--- config.mk ---
export PLATFORM = sky130hd
export DESIGN_NAME = eth_pkt_gen
export DESIGN_NICKNAME = d
export VERILOG_FILES = /design/src/rtl/eth_pkt_pkg.sv /design/src/rtl/eth_pkt_beat_fmt.sv /design/src/rtl/eth_pkt_gen.sv
export SDC_FILE = /design/constraint.sdc
export NUM_CORES = 1
export LEC_CHECK = 0
export CELL_PAD_IN_SITES_DETAIL_PLACEMENT = 0
export CELL_PAD_IN_SITES_GLOBAL_PLACEMENT = 1
export CORE_MARGIN = 10
export CORE_UTILIZATION = 35
export CTS_CLUSTER_SIZE = 40
export DETAILED_ROUTE_END_ITERATION = 6
export GPL_TIMING_DRIVEN = 1
export PLACE_DENSITY_LB_ADDON = 0.2
export SLEW_MARGIN = 20
export SYNTH_ARGS = -nofsm -noshare
export SYNTH_HDL_FRONTEND = slang
export SYNTH_HIERARCHICAL = 1
export SYNTH_SLANG_ARGS = --single-unit
export TNS_END_PERCENT = 20
--- constraint.sdc ---
create_clock -name clk -period 7.2 [get_ports clk]
set_clock_uncertainty 0.1 [all_clocks]
set_input_delay 1.08 -clock clk [delete_from_list [all_inputs] [get_ports clk]]
set_output_delay 1.08 -clock clk [all_outputs]
set_load 0.01 [all_outputs]
--- src/rtl/eth_pkt_pkg.sv ---
// Shared definitions for the e40 Ethernet test-packet generator and monitor.
// Frame layout, length limits and generator FSM encoding.
package eth_pkt_pkg;

  localparam int ETH_HDR_BYTES = 14;
  localparam int MIN_LEN       = 46;
  localparam int MAX_LEN       = 1500;
  localparam int BEAT_BYTES    = 32;

  localparam int DST_HI = 255;
  localparam int DST_LO = 208;
  localparam int SRC_HI = 207;
  localparam int SRC_LO = 160;
  localparam int LEN_HI = 159;
  localparam int LEN_LO = 144;

  typedef enum logic [1:0] {
    ST_IDLE,
    ST_SOP,
    ST_DATA
  } gen_state_e;

  function automatic logic [10:0] clamp_len(input logic [10:0] len);
    if (len < 11'(MIN_LEN)) return 11'(MIN_LEN);
    if (len > 11'(MAX_LEN)) return 11'(MAX_LEN);
    return len;
  endfunction

  function automatic logic [5:0] beat_count(input logic [10:0] len);
    logic [11:0] tot;
    tot = 12'(ETH_HDR_BYTES) + {1'b0, len};
    return 6'((tot + 12'd31) >> 5);
  endfunction

endpackage

--- src/rtl/eth_pkt_beat_fmt.sv ---
// Combinational beat formatter: builds one 32-byte beat of a test frame
// from the beat index, payload length and MAC addresses.
module eth_pkt_beat_fmt
  import eth_pkt_pkg::*;
(
  input  logic [5:0]   beat,
  input  logic [10:0]  len,
  input  logic [47:0]  dst,
  input  logic [47:0]  src,
  output logic [255:0] data,
  output logic         eop,
  output logic [4:0]   empty
);

  logic [11:0]  frame_bytes;
  logic [11:0]  neg_bytes;
  logic [5:0]   last_beat;
  logic [111:0] hdr;

  assign frame_bytes = 12'(ETH_HDR_BYTES) + {1'b0, len};
  assign neg_bytes   = 12'd0 - frame_bytes;
  assign last_beat   = beat_count(len) - 6'd1;
  assign hdr         = {dst, src, 5'b0, len};

  assign eop   = (beat == last_beat);
  assign empty = eop ? neg_bytes[4:0] : 5'd0;

  // Byte f of the frame: header, then payload byte k = f-14, then zero fill.
  always_comb begin
    logic [11:0] f;
    logic [3:0]  hi;
    logic [7:0]  byte_v;
    data = '0;
    for (int p = 0; p < BEAT_BYTES; p++) begin
      f  = {1'b0, beat, 5'd0} + 12'(p);
      hi = 4'd13 - f[3:0];
      if (f < 12'(ETH_HDR_BYTES)) begin
        byte_v = hdr[{hi, 3'b0} +: 8];
      end else if (f < frame_bytes) begin
        byte_v = 8'(f - 12'(ETH_HDR_BYTES));
      end else begin
        byte_v = 8'd0;
      end
      data[8*(31-p) +: 8] = byte_v;
    end
  end

endmodule

--- src/rtl/eth_pkt_gen.sv ---
// Ethernet test-packet generator: sources configured frames on a
// 256-bit Avalon-ST source with registered outputs.
module eth_pkt_gen
  import eth_pkt_pkg::*;
(
  input  logic         clk,
  input  logic         reset,
  input  logic         cfg_start_gen,
  input  logic         cfg_stop_gen,
  input  logic [47:0]  cfg_dst_addr,
  input  logic [47:0]  cfg_src_addr,
  input  logic [10:0]  cfg_pkt_length,
  input  logic [31:0]  cfg_pkt_number,
  input  logic         cfg_continuous,
  output logic         stat_gen_compl,
  output logic [31:0]  stat_pkt_cnt,
  output logic [255:0] tx_data,
  output logic         tx_valid,
  output logic         tx_sop,
  output logic         tx_eop,
  output logic [4:0]   tx_empty,
  output logic [5:0]   tx_error,
  input  logic         tx_ready
);

  gen_state_e state_q, state_d;

  logic [47:0]  dst_q, dst_d;
  logic [47:0]  src_q, src_d;
  logic [10:0]  len_q, len_d;
  logic         cont_q, cont_d;
  logic [31:0]  remain_q, remain_d;
  logic         stop_q, stop_d;
  logic [5:0]   beat_q, beat_d;
  logic [31:0]  cnt_d;
  logic         compl_d;
  logic [255:0] data_d;
  logic         valid_d;
  logic         sop_d;
  logic         eop_d;
  logic [4:0]   empty_d;
  logic         load;

  logic         idle;
  logic [5:0]   fmt_idx;
  logic [10:0]  fmt_len;
  logic [47:0]  fmt_dst;
  logic [47:0]  fmt_src;
  logic [255:0] fmt_data;
  logic         fmt_eop;
  logic [4:0]   fmt_empty;

  assign tx_error = '0;

  // The formatter always prepares the beat that follows the one on the bus.
  assign idle    = (state_q == ST_IDLE);
  assign fmt_idx = (!idle && !tx_eop) ? beat_q + 6'd1 : 6'd0;
  assign fmt_len = idle ? clamp_len(cfg_pkt_length) : len_q;
  assign fmt_dst = idle ? cfg_dst_addr : dst_q;
  assign fmt_src = idle ? cfg_src_addr : src_q;

  eth_pkt_beat_fmt u_fmt (
    .beat  (fmt_idx),
    .len   (fmt_len),
    .dst   (fmt_dst),
    .src   (fmt_src),
    .data  (fmt_data),
    .eop   (fmt_eop),
    .empty (fmt_empty)
  );

  always_comb begin
    state_d  = state_q;
    dst_d    = dst_q;
    src_d    = src_q;
    len_d    = len_q;
    cont_d   = cont_q;
    remain_d = remain_q;
    stop_d   = stop_q | cfg_stop_gen;
    beat_d   = beat_q;
    cnt_d    = stat_pkt_cnt;
    compl_d  = stat_gen_compl;
    data_d   = tx_data;
    valid_d  = tx_valid;
    sop_d    = tx_sop;
    eop_d    = tx_eop;
    empty_d  = tx_empty;
    load     = 1'b0;

    unique case (state_q)
      ST_IDLE: begin
        compl_d = 1'b1;
        stop_d  = 1'b0;
        if (cfg_start_gen && !cfg_stop_gen) begin
          dst_d    = cfg_dst_addr;
          src_d    = cfg_src_addr;
          len_d    = clamp_len(cfg_pkt_length);
          cont_d   = cfg_continuous;
          remain_d = cfg_pkt_number;
          cnt_d    = '0;
          compl_d  = 1'b0;
          if (cfg_pkt_number != 32'd0 || cfg_continuous) begin
            state_d = ST_SOP;
            load    = 1'b1;
          end
        end
      end
      ST_SOP, ST_DATA: begin
        if (tx_ready) begin
          if (tx_eop) begin
            cnt_d    = stat_pkt_cnt + 32'd1;
            remain_d = remain_q - 32'd1;
            if (stop_q || cfg_stop_gen ||
                (!cont_q && remain_q == 32'd1)) begin
              state_d = ST_IDLE;
              stop_d  = 1'b0;
              compl_d = 1'b1;
              valid_d = 1'b0;
              sop_d   = 1'b0;
              eop_d   = 1'b0;
              data_d  = '0;
              empty_d = '0;
            end else begin
              state_d = ST_SOP;
              load    = 1'b1;
            end
          end else begin
            state_d = ST_DATA;
            load    = 1'b1;
          end
        end
      end
      default: state_d = ST_IDLE;
    endcase

    if (load) begin
      valid_d = 1'b1;
      sop_d   = (fmt_idx == 6'd0);
      eop_d   = fmt_eop;
      data_d  = fmt_data;
      empty_d = fmt_empty;
      beat_d  = fmt_idx;
    end
  end

  always_ff @(posedge clk) begin
    if (reset) begin
      state_q        <= ST_IDLE;
      dst_q          <= '0;
      src_q          <= '0;
      len_q          <= 11'(MIN_LEN);
      cont_q         <= 1'b0;
      remain_q       <= '0;
      stop_q         <= 1'b0;
      beat_q         <= '0;
      stat_pkt_cnt   <= '0;
      stat_gen_compl <= 1'b1;
      tx_data        <= '0;
      tx_valid       <= 1'b0;
      tx_sop         <= 1'b0;
      tx_eop         <= 1'b0;
      tx_empty       <= '0;
    end else begin
      state_q        <= state_d;
      dst_q          <= dst_d;
      src_q          <= src_d;
      len_q          <= len_d;
      cont_q         <= cont_d;
      remain_q       <= remain_d;
      stop_q         <= stop_d;
      beat_q         <= beat_d;
      stat_pkt_cnt   <= cnt_d;
      stat_gen_compl <= compl_d;
      tx_data        <= data_d;
      tx_valid       <= valid_d;
      tx_sop         <= sop_d;
      tx_eop         <= eop_d;
      tx_empty       <= empty_d;
    end
  end

endmodule

==> out/metrics.csv, run 1 <==
metric,value,unit
post-CTS sizing,0,
Final Max Tran Viols,0,
area share of and/or/nand/nor cells after synthesis,26.67,%
Die Span X,269.5,um
max_cap viols,0,
Tot GR Track Use,20.84,%
post-synthesis cell count,2873,
DIE AREA,0.07262,mm^2
kind of start point of the critical path,input pin,
highest fanout seen on the critical path,13,
critical path start-end classification,in2reg,
total number of vias,20730,
synthesized-area fraction occupied by xor and xnor cells,2.493,%
number of levels the H-tree was split into,2,
count of distinct cell types in the synthesized netlist,88,
Final Hold Viols,0,
number of global-route vias before repair,20050,
count of endpoints failing setup in the final report,0,
combinational share of power,46.5,%
effective utilization at floorplan,35.30,%
DR DRC count,0,
core outline area,0.06171,mm^2
"Data required, critical path",7.61,ns
initial antenna violation count,10,
"Seq/Total Area, Yosys",40.98,%
maximum vdd drop,282.5,uV
share of async-settable or async-resettable flops after synthesis,0,%
area of the multi-input gates,0.01128,mm^2
first-pass iteration count of the detailed router,5,
switching power total,4.613,mW
proportion of power drawn by the clock network,24.5,%
Worst Max-Slew Pin Slew,1.105,ns
placement row count,91,
clock period minus final worst setup slack,6.431,ns
vias per cell,5.137,
Post-synth top flop,dfxtp_1,
number of placed I/O pins,448,
Max Clk Rate,155.5,MHz
Power Density,403.9,mW/mm^2
number of DRC violations after detailed-routing iteration 0,1440,
buffer levels on the longest clock path,3,
area taken by flip-flops and latches,0.008929,mm^2
synthesized area,0.02179,mm^2
Post CTS Setup Buffer Count,0,
# clock sinks,446,
synthesized area divided by synthesized cell count,7.583,um^2
kind of path behind the tightest hold check,reg2reg,
mux contribution to synthesized area,5.215,%
post-route cell area,0.02796,mm^2
maximum number of pins on one net before global-route repair,205,
portion of total power attributed to sequential cells,29.0,%
root cell of the clock tree,clkbuf_16,
count of antenna-violating nets left after detailed routing,0,
PortBufs,441,
RSZ-0062 raised after global routing,no,
Die Y,269.5,um
CTS tree,built,
Yosys warning count,6,
count of nets after finishing,3320,
Placer Congestion,0.8505,
"Clk pin slew, worst setup/hold paths",0.06,ns
share of the clock period used by the worst path,89.31,%
Num CTS Buffers,53,
synthesis-to-finish area growth,28.34,%
Power Internal,6.679,mW
main combinational cell family by area after synthesis,simple AND/OR/NAND/NOR gates,
total wirelength of the detailed-routed design,79.74,mm
Post-Synth Adder-Cell Area,1.149,%
detail-routed net length per standard cell,19.76,um
estimated wirelength of the detail-placed design,52.59,mm
post-synthesis register bit count,446,
latest clock arrival within the worst-skew pair,0.61,ns
switch share,40.85,%
Overflow after GRT,0,
Leakage,10.30,nW
wire length of the first global-routing pass,122.6,mm
worst relative slew slack,26.36,%
run status,"finished, final reports clean",
non-filler instance count after layout,4036,
fill cell total of the finished layout,6238,
fraction of the mapped netlist area in compound gates,14.94,%
"EDFF count, synth",0,
critical path endpoint category,flop,
fraction of final layout cells with drive strength greater than 1,8.135,%
Hold Slack,0.3507,ns
arrival time of data at the critical path endpoint,6.84,ns
post-route setup TNS,0,ns
total placed cells including tap cells,3937,
Placed Area,0.02615,mm^2
count of hold buffers inserted by post-cts repair,0,
[layer usage]
layer  part of all wire (%)  GRT usage (%)  vias to the layer above
li1                       -              -                    10180
met1                     44          25.97                     9984
met2                     49          36.03                      467
met3                    5.8          4.700                       88
met4                    1.7          4.731                       14
met5                   0.11              0                        -
[placed cells by master (no fill, tap or decap), drive strengths merged, types with 7 or more instances in the layout]
| master | count |
|---|---|
| nand2 | 659 |
| dfxtp | 446 |
| clkdlybuf4s50 | 440 |
| a21oi | 426 |
| nand3 | 298 |
| nor2 | 186 |
| mux2 | 100 |
| clkbuf | 76 |
| o21ai | 74 |
| conb | 61 |
| and2 | 42 |
| xor2 | 36 |
| buf | 36 |
| inv | 33 |
| nor3 | 28 |
| xnor2 | 23 |
| nor4 | 22 |
| ha | 20 |
| nand4 | 14 |
| a211oi | 13 |
| clkinv | 13 |
| o22ai | 12 |
| and3 | 10 |
| or4 | 9 |
| nand2b | 8 |
| o31ai | 7 |
| or3 | 7 |
| nor2b | 7 |
[logic make-up (layout without fill, tap and decap cells)]
family	after synthesis	after routing
muxes	101	101
AOI/OAI and AO/OA	590	590
other	2	64
buffers and inverters	340	604
xor gates and xnor gates	59	59
adders and majority gates	20	20
and+or+nand+nor	1315	1315
DFF	446	446
[critical path, stage by stage]
cell,delay (ns)
clkdlybuf4s50_1,0.52
or4_1,0.54
a211oi_1,0.41
inv_1,0.10
nand2_1,0.10
nor2_1,0.06
a21oi_1,0.20
inv_1,0.11
ha_1,0.24
nor2b_2,0.19
nor2_2,0.11
nand3_1,0.13
xnor2_1,0.28
ha_1,0.29
a21o_1,0.18
a21oi_1,0.16
o21ai_0,0.11
and2_1,0.18
nor2_1,0.78
o21ai_0,0.57
o21ai_0,0.31
nand2_1,0.07
a21oi_1,0.12
[stage by stage]
step | worst slack (ns) | total power, mW | util, %
floorplan | 1.366 | 6.769 | -
global placement | 0.3596 | 8.519 | 42.37
detailed placement | 0.1929 | 8.602 | 42.37
CTS | 0.8226 | 11.41 | 45.29
global route | 0.2569 | 12.05 | 45.31
finish | 0.7693 | 11.29 | 45.31
[power groups by stage]
stage / clock network [mW] / registers, mW / logic (mW)
6_report: 2.76 / 3.28 / 5.25
5_1_grt: 2.93 / 3.33 / 5.79
4_1_cts: 2.84 / 3.28 / 5.30
3_5_place_dp: 0 / 3.33 / 5.28
3_3_place_gp: 0 / 3.30 / 5.22
2_1_floorplan: 0 / 3.42 / 3.35
[state kept, by name, summed over array words and instances, names as in the netlist]
name,count
tx_empty,5
cont_q,1
dst_q,48
state_q,2
tx_data,256
len_q,11
remain_q,32
stat_gen_compl,1
tx_eop,1
src_q,48
tx_valid,1
stat_pkt_cnt,32
stop_q,1
tx_sop,1
beat_q,6
[cells in the mapped netlist (3+ instances only)]
master	number	area share, %
nand3b_1	6	0.21
nand3_1	298	6.8
nor3_1	27	0.62
nor3b_1	3	0.10
a22oi_1	5	0.17
and4_1	5	0.20
xor2_1	36	1.4
o22ai_1	12	0.34
o31ai_1	7	0.24
or3_1	6	0.17
inv_1	31	0.53
mux2_2	100	5.2
o21ai_0	69	1.6
nand2b_1	8	0.23
o21ai_1	5	0.11
o2bb2ai_1	5	0.20
buf_8	3	0.21
or2_2	3	0.086
a21oi_1	426	9.8
nor2b_1	6	0.17
ha_1	20	1.1
nand2_1	658	11
a211oi_1	13	0.45
or4_1	7	0.24
nor4_1	20	0.57
nand4_1	14	0.40
and3_1	10	0.29
buf_6	20	1.0
a41oi_1	3	0.12
a31oi_1	5	0.14
clkbuf_1	160	2.8
buf_1	5	0.086
a21o_1	5	0.17
xnor2_1	21	0.84
buf_4	82	2.8
nor2_1	185	3.2
buf_2	35	0.80
dfxtp_1	446	41
and2_1	42	1.2
[area by class of cell]
cell class              count  area share, %
inverters                  32         0.4296
multi-input cells        2146          40.36
diodes                      3        0.02685
clock buffers              76          5.742
repair buffers            476          17.07
flip-flops and latches    446          31.93
clock inverters            20         0.6936
well taps                 837          3.746
[final timing paths]
kind,slack [ns],depth (start not counted),endpoint,startpoint
hold reg to reg,0.35,2,dst_q[13],dst_q[13]
hold / removal,0.35,2,dst_q[13],dst_q[13]
setup / recovery,0.77,23,tx_data[230],cfg_pkt_length[10]
setup reg to reg,1.69,16,tx_data[230],state_q[1]
No activity file was read; power rests on OpenSTA's default activity.
==> run 2, diff against run 1 <==
--- a/config.mk
+++ b/config.mk
@@ -5,6 +5,7 @@
 export SDC_FILE = /design/constraint.sdc
 export NUM_CORES = 1
 export LEC_CHECK = 0
+export CAP_MARGIN = 20
 export CELL_PAD_IN_SITES_DETAIL_PLACEMENT = 0
 export CELL_PAD_IN_SITES_GLOBAL_PLACEMENT = 1
 export CORE_MARGIN = 10
@@ -13,6 +14,7 @@
 export DETAILED_ROUTE_END_ITERATION = 6
 export GPL_TIMING_DRIVEN = 1
 export PLACE_DENSITY_LB_ADDON = 0.2
+export SETUP_SLACK_MARGIN = 0.15
 export SLEW_MARGIN = 20
 export SYNTH_ARGS = -nofsm -noshare
 export SYNTH_HDL_FRONTEND = slang
==> run 2 against run 1 <==
Die area did not move; first-iteration DRC count down 1.0%; flip-flop and latch count did not move; via count about the same; critical path type unchanged.
==> out/metrics.csv, run 2 (synthesis results as in run 1) <==
metric,value,unit,change
list of cells traversed by the critical path,clkdlybuf4s50_1 > or4_1 > a211oi_1 > inv_1 > nand2_1 > nor2_1 > a21oi_1 > inv_1 > ha_1 > nor2b_2 > nor2_2 > nand3_1 > xnor2_1 > ha_1 > a21o_1 > a21oi_1 > o21ai_0 > and2_1 > nor2_1 > o21ai_0 > o21ai_0 > nand2_1 > a21oi_1,,
kind of path behind the tightest hold check,reg2reg,,
DR DRC count,0,,unchanged
# clock sinks,446,,unchanged
Final Max Tran Viols,0,,unchanged
post-route cell area,0.02798,mm^2,about the same
wire length of the first global-routing pass,122.6,mm,unchanged
total number of vias,20720,,-0.053%
Overflow after GRT,0,,unchanged
count of hold buffers inserted by post-cts repair,0,,unchanged
placement row count,91,,unchanged
Power Density,403.7,mW/mm^2,about the same
detail-routed net length per standard cell,19.73,um,-0.16%
Post CTS Setup Buffer Count,0,,unchanged
root cell of the clock tree,clkbuf_16,,
Leakage,10.30,nW,about the same
run status,"finished, final reports clean",,
Die Span X,269.5,um,unchanged
Num CTS Buffers,53,,unchanged
latest clock arrival within the worst-skew pair,0.61,ns,about the same
cell at the slowest stage of the critical path,nor2_1,,
initial antenna violation count,10,,unchanged
post-route setup TNS,0,ns,unchanged
Final Hold Viols,0,,unchanged
fraction of final layout cells with drive strength greater than 1,8.164,%,+0.029 points
buffer levels on the longest clock path,3,,unchanged
fill cell total of the finished layout,6239,,+0.016%
highest-count cells in the layout ignoring fill and taps,"nand2_1, dfxtp_1, clkdlybuf4s50_1, a21oi_1, nand3_1",,
R2R Path Start,state_q[1],,
hold path depth,2,,unchanged
share of the clock period used by the worst path,89.12,%,-0.19 points
area taken by flip-flops and latches,0.008929,mm^2,unchanged
area of the multi-input gates,0.01128,mm^2,unchanged
"Data required, critical path",7.61,ns,about the same
vias per cell,5.131,,-0.10%
"setup slack, reg-to-reg",1.72,ns,+0.03 ns
maximum vdd drop,277.6,uV,-1.7%
endpoint of the worst-slack reg-to-reg timing path,tx_data[230],,
synthesis-to-finish area growth,28.42,%,about the same
estimated wirelength of the detail-placed design,52.59,mm,unchanged
Worst Max-Slew Pin Slew,1.100,ns,-0.004660 ns
Placer Congestion,0.8505,,unchanged
number of global-route vias before repair,20050,,unchanged
"Clk pin slew, worst setup/hold paths",0.06,ns,about the same
"most common cell after layout, fill and taps aside",nand2_1,,
first-pass iteration count of the detailed router,5,,unchanged
Top Family by Delay on Critical Path,simple AND/OR/NAND/NOR gates,,
kind of start point of the critical path,input pin,,
arrival time of data at the critical path endpoint,6.83,ns,about the same
Worst path max stage delay,0.76,ns,-0.02 ns
Tot GR Track Use,20.84,%,unchanged
CTS tree,built,,
RSZ-0062 raised after global routing,no,,
max_cap viols,0,,unchanged
post-CTS sizing,0,,unchanged
Regs by FF count,"tx_data (256), dst_q (48), src_q (48)",,
critical path endpoint category,flop,,
count of nets after finishing,3321,,+0.030%
highest fanout seen on the critical path,13,,unchanged
clock period minus final worst setup slack,6.417,ns,-0.01388 ns
Placed Area,0.02615,mm^2,unchanged
Post-Route Utilization,45.33,%,about the same
number of levels the H-tree was split into,2,,unchanged
DIE AREA,0.07262,mm^2,unchanged
critical path start-end classification,in2reg,,
Largest Register,tx_data,,
effective utilization at floorplan,35.30,%,unchanged
Hold EP,dst_q[13],,
worst relative slew slack,26.67,%,+0.31 points
cell count of the worst reg-to-reg path,16,,unchanged
number of placed I/O pins,448,,unchanged
Max Clk Rate,155.8,MHz,+0.22%
total wirelength of the detailed-routed design,79.66,mm,-0.11%
PortBufs,441,,unchanged
maximum number of pins on one net before global-route repair,205,,unchanged
Hold Slack,0.3507,ns,-0.000005000 ns
max reg flops,256,,unchanged
Die Y,269.5,um,unchanged
count of endpoints failing setup in the final report,0,,unchanged
count of antenna-violating nets left after detailed routing,0,,unchanged
core outline area,0.06171,mm^2,unchanged
number of DRC violations after detailed-routing iteration 0,1425,,-1.0%
number of buffer and inverter instances along the worst setup path,3,,unchanged
hold wc startpoint,dst_q[13],,
## run 2: area by class of cell
cell class | instances | area share (%)
inverter | 32 | 0.4293
clock inverter | 20 | 0.6932
multi-input combinational | 2146 | 40.33
clock buffer | 76 | 5.738
tap | 837 | 3.743
sequential | 446 | 31.91
antenna | 4 | 0.03578
timing repair buffer | 477 | 17.12
## run 2: worst min-delay path, cell delays in order, from the launching register on
cell	delay, ns
dfxtp_1	0.30
nand2_1	0.05
a21oi_1	0.05
## run 2: how the worst max path moves through the flow
| stage | start | end | slack [ns] | cells past startpoint |
|---|---|---|---|---|
| final | cfg_pkt_length[10] | tx_data[230] | 0.78 | 23 |
| after global routing | cfg_pkt_length[10] | tx_data[231] | 0.26 | 23 |
| after CTS | cfg_pkt_length[10] | tx_data[231] | 0.82 | 23 |
| after detailed placement | cfg_pkt_length[10] | tx_data[238] | 0.19 | 23 |
| after global placement | cfg_pkt_length[10] | tx_data[166] | 0.36 | 23 |
| after floorplan | cfg_pkt_length[9] | tx_empty[1] | 1.37 | 23 |
## run 2: per-layer routing
metal  vias up  GRT usage [%]  part of all wire, %
met4        14          4.731                  1.7
met3        90          4.700                  5.7
met2       441          36.03                   49
met1      9996          25.97                   44
li1      10180              -                    -
met5         -              0                 0.11
## run 2: power breakdown
part	internal [mW]	switching (mW)
sequential	2.97	0.312
combinational	2.07	3.19
clock	1.65	1.11
## run 2: through the flow
stage	instances	total power, mW	setup slack (ns)
after floorplan	2932	6.769	1.366
after global placement	3937	8.519	0.3596
after detailed placement	3937	8.602	0.1929
after CTS	4033	11.41	0.8226
after global routing	4037	12.06	0.2569
final	4038	11.29	0.7832
==> run 3, diff against run 2 <==
--- a/config.mk
+++ b/config.mk
@@ -6,14 +6,14 @@
 export NUM_CORES = 1
 export LEC_CHECK = 0
 export CAP_MARGIN = 20
-export CELL_PAD_IN_SITES_DETAIL_PLACEMENT = 0
-export CELL_PAD_IN_SITES_GLOBAL_PLACEMENT = 1
+export CELL_PAD_IN_SITES_DETAIL_PLACEMENT = 2
+export CELL_PAD_IN_SITES_GLOBAL_PLACEMENT = 2
 export CORE_MARGIN = 10
-export CORE_UTILIZATION = 35
+export CORE_UTILIZATION = 30
 export CTS_CLUSTER_SIZE = 40
 export DETAILED_ROUTE_END_ITERATION = 6
 export GPL_TIMING_DRIVEN = 1
-export PLACE_DENSITY_LB_ADDON = 0.2
+export PLACE_DENSITY_LB_ADDON = 0.1
 export SETUP_SLACK_MARGIN = 0.15
 export SLEW_MARGIN = 20
 export SYNTH_ARGS = -nofsm -noshare
==> run 3 against run 2 <==
Worst setup slack lost 0.13 ns; design area grew 0.47%; worst hold slack gained 0.0066 ns; count of clock-buffer cells in the layout grew 11; clock power is essentially flat; sequential share of layout area shrank 0.15 points; global-route usage grew 0.64 points; critical path depth shrank 1; via count grew 3.1%; critical endpoint is now tx_eop; highest routed layer unchanged.
==> out/metrics.csv, run 3 (synthesis results as in run 1) <==
metric,value,unit,change
Max Clk Rate,152.7,MHz,-2.0%
maximum number of pins on one net before global-route repair,205,,unchanged
Post-Route Utilization,39.19,%,-6.1 points
count of antenna-violating nets left after detailed routing,0,,unchanged
PortBufs,441,,unchanged
kind of path behind the tightest hold check,reg2reg,,
Die Span X,289.5,um,+7.4%
post-route worst setup slack,0.6522,ns,-0.1310 ns
RSZ-0062 raised after global routing,no,,
Post CTS Setup Buffer Count,0,,unchanged
run status,"finished, final reports clean",,
hold wc startpoint,src_q[32],,
"setup slack, reg-to-reg",1.60,ns,-0.12 ns
fill cell total of the finished layout,8150,,+31%
vias per cell,5.135,,about the same
fraction of final layout cells with drive strength greater than 1,8.149,%,-0.015 points
"Data required, critical path",7.55,ns,-0.06 ns
post-place setup slack,-0.04991,ns,-0.2428 ns
count of hold buffers inserted by post-cts repair,0,,unchanged
Hold EP,src_q[32],,
R2R Path Start,state_q[1],,
worst relative slew slack,8.733,%,-18 points
Overflow after GRT,0,,unchanged
max_cap viols,0,,unchanged
post-CTS sizing,0,,unchanged
total placed cells including tap cells,4051,,+2.9%
critical path start-end classification,in2reg,,
Placer Congestion,0.8118,,-4.6%
Placed Area,0.02626,mm^2,+0.43%
most frequent cell on the critical path,nand2_1,,
post-route setup TNS,0,ns,unchanged
Leakage,10.30,nW,about the same
Worst path max stage delay,0.61,ns,-0.15 ns
Final Hold Viols,0,,unchanged
post-route cell area,0.02811,mm^2,+0.47%
endpoint of the worst-slack reg-to-reg timing path,tx_eop,,
"most common cell after layout, fill and taps aside",nand2_1,,
count of endpoints failing setup in the final report,0,,unchanged
clock period minus final worst setup slack,6.548,ns,+0.1310 ns
list of cells traversed by the critical path,clkdlybuf4s50_1 > or4_1 > a211oi_1 > inv_1 > nand2_1 > nor2_1 > a21oi_1 > inv_1 > ha_1 > nor2b_2 > o21a_1 > or2_2 > xnor2_1 > ha_1 > or4b_2 > o32a_2 > nand2_1 > o31ai_1 > xnor2_1 > nor3_1 > nand2_1 > a21oi_1,,
number of placed I/O pins,448,,unchanged
# clock sinks,446,,unchanged
total power draw,11.55,mW,+2.2%
latest clock arrival within the worst-skew pair,0.61,ns,about the same
estimated wirelength of the detail-placed design,63.31,mm,+20%
cell at the slowest stage of the critical path,or4b_2,,
CTS tree,built,,
Die Y,289.5,um,+7.4%
initial antenna violation count,8,,-2
DIE AREA,0.08380,mm^2,+15%
kind of start point of the critical path,input pin,,
cell count of the worst reg-to-reg path,19,,+3
detail-routed net length per standard cell,22.59,um,+15%
Hold Slack,0.3573,ns,+0.006555 ns
total wirelength of the detailed-routed design,93.97,mm,+18%
Regs by FF count,"tx_data (256), dst_q (48), src_q (48)",,
count of nets after finishing,3324,,+0.090%
total number of vias,21360,,+3.1%
number of DRC violations after detailed-routing iteration 0,859,,-40%
wire length of the first global-routing pass,141.9,mm,+16%
highest fanout seen on the critical path,8,,-5
Tot GR Track Use,21.48,%,+0.64 points
number of global-route vias before repair,23170,,+16%
synthesis-to-finish area growth,29.03,%,
share of the clock period used by the worst path,90.94,%,+1.8 points
arrival time of data at the critical path endpoint,6.90,ns,+0.07 ns
critical path endpoint category,flop,,
Final Max Tran Viols,0,,unchanged
hold path depth,2,,unchanged
non-filler instance count after layout,4160,,+3.0%
Power Density,410.8,mW/mm^2,+1.8%
effective utilization at floorplan,30.37,%,-4.9 points
buffer levels on the longest clock path,3,,unchanged
number of levels the H-tree was split into,2,,unchanged
max reg flops,256,,unchanged
Num CTS Buffers,55,,+3.8%
DR DRC count,0,,unchanged
core outline area,0.07173,mm^2,+16%
maximum vdd drop,321.3,uV,+16%
highest-count cells in the layout ignoring fill and taps,"nand2_1, dfxtp_1, clkdlybuf4s50_1, a21oi_1, nand3_1",,
Worst Max-Slew Pin Slew,1.369,ns,+0.2690 ns
placement row count,98,,+7.7%
root cell of the clock tree,clkbuf_16,,
"Clk pin slew, worst setup/hold paths",0.06,ns,about the same
Largest Register,tx_data,,
first-pass iteration count of the detailed router,4,,-1
run 3: worst max path at each step:
stage,cells after the start,end,startpoint
5_1_grt,23,tx_data[223],cfg_pkt_length[10]
3_3_place_gp,24,tx_data[239],cfg_pkt_length[10]
4_1_cts,23,tx_data[245],cfg_pkt_length[10]
3_5_place_dp,23,tx_data[245],cfg_pkt_length[10]
6_report,22,tx_eop,cfg_pkt_length[10]
2_1_floorplan,23,tx_empty[1],cfg_pkt_length[9]
run 3: per-layer routing:
layer / global-route usage [%] / share of wire [%] / up-vias
met4: 6.024 / 2.2 / 4
met3: 4.991 / 4.9 / 107
met2: 39.34 / 52 / 327
met5: 0 / 0.029 / -
li1: - / - / 10180
met1: 24.49 / 41 / 10740
run 3: critical path: cells and delay by family:
kind                     cells  cell delay (ns)
adder cells (fa/ha/maj)      2             0.57
AND/OR/NAND/NOR              9             2.27
XOR/XNOR                     2             0.94
buffers and inverters        3             0.78
AO/OA/AOI/OAI                6             1.24
run 3: power breakdown:
group	leakage (nW)	internal [mW]	switching (mW)
clock network	0.895	1.64	1.14
registers	3.64	2.97	0.331
logic	5.77	2.07	3.39
total	10.3	6.68	4.87
run 3: cell type report:
class	instances	area, um^2	share of cell area (%)
clock inverters	14	97.59	0.3472
multi-input cells	2146	11290	40.17
repair buffers	478	4767	16.96
diodes	7	17.52	0.06232
well taps	950	1189	4.229
clock buffers	87	1699	6.045
inverters	32	120.1	0.4273
flip-flops and latches	446	8929	31.76
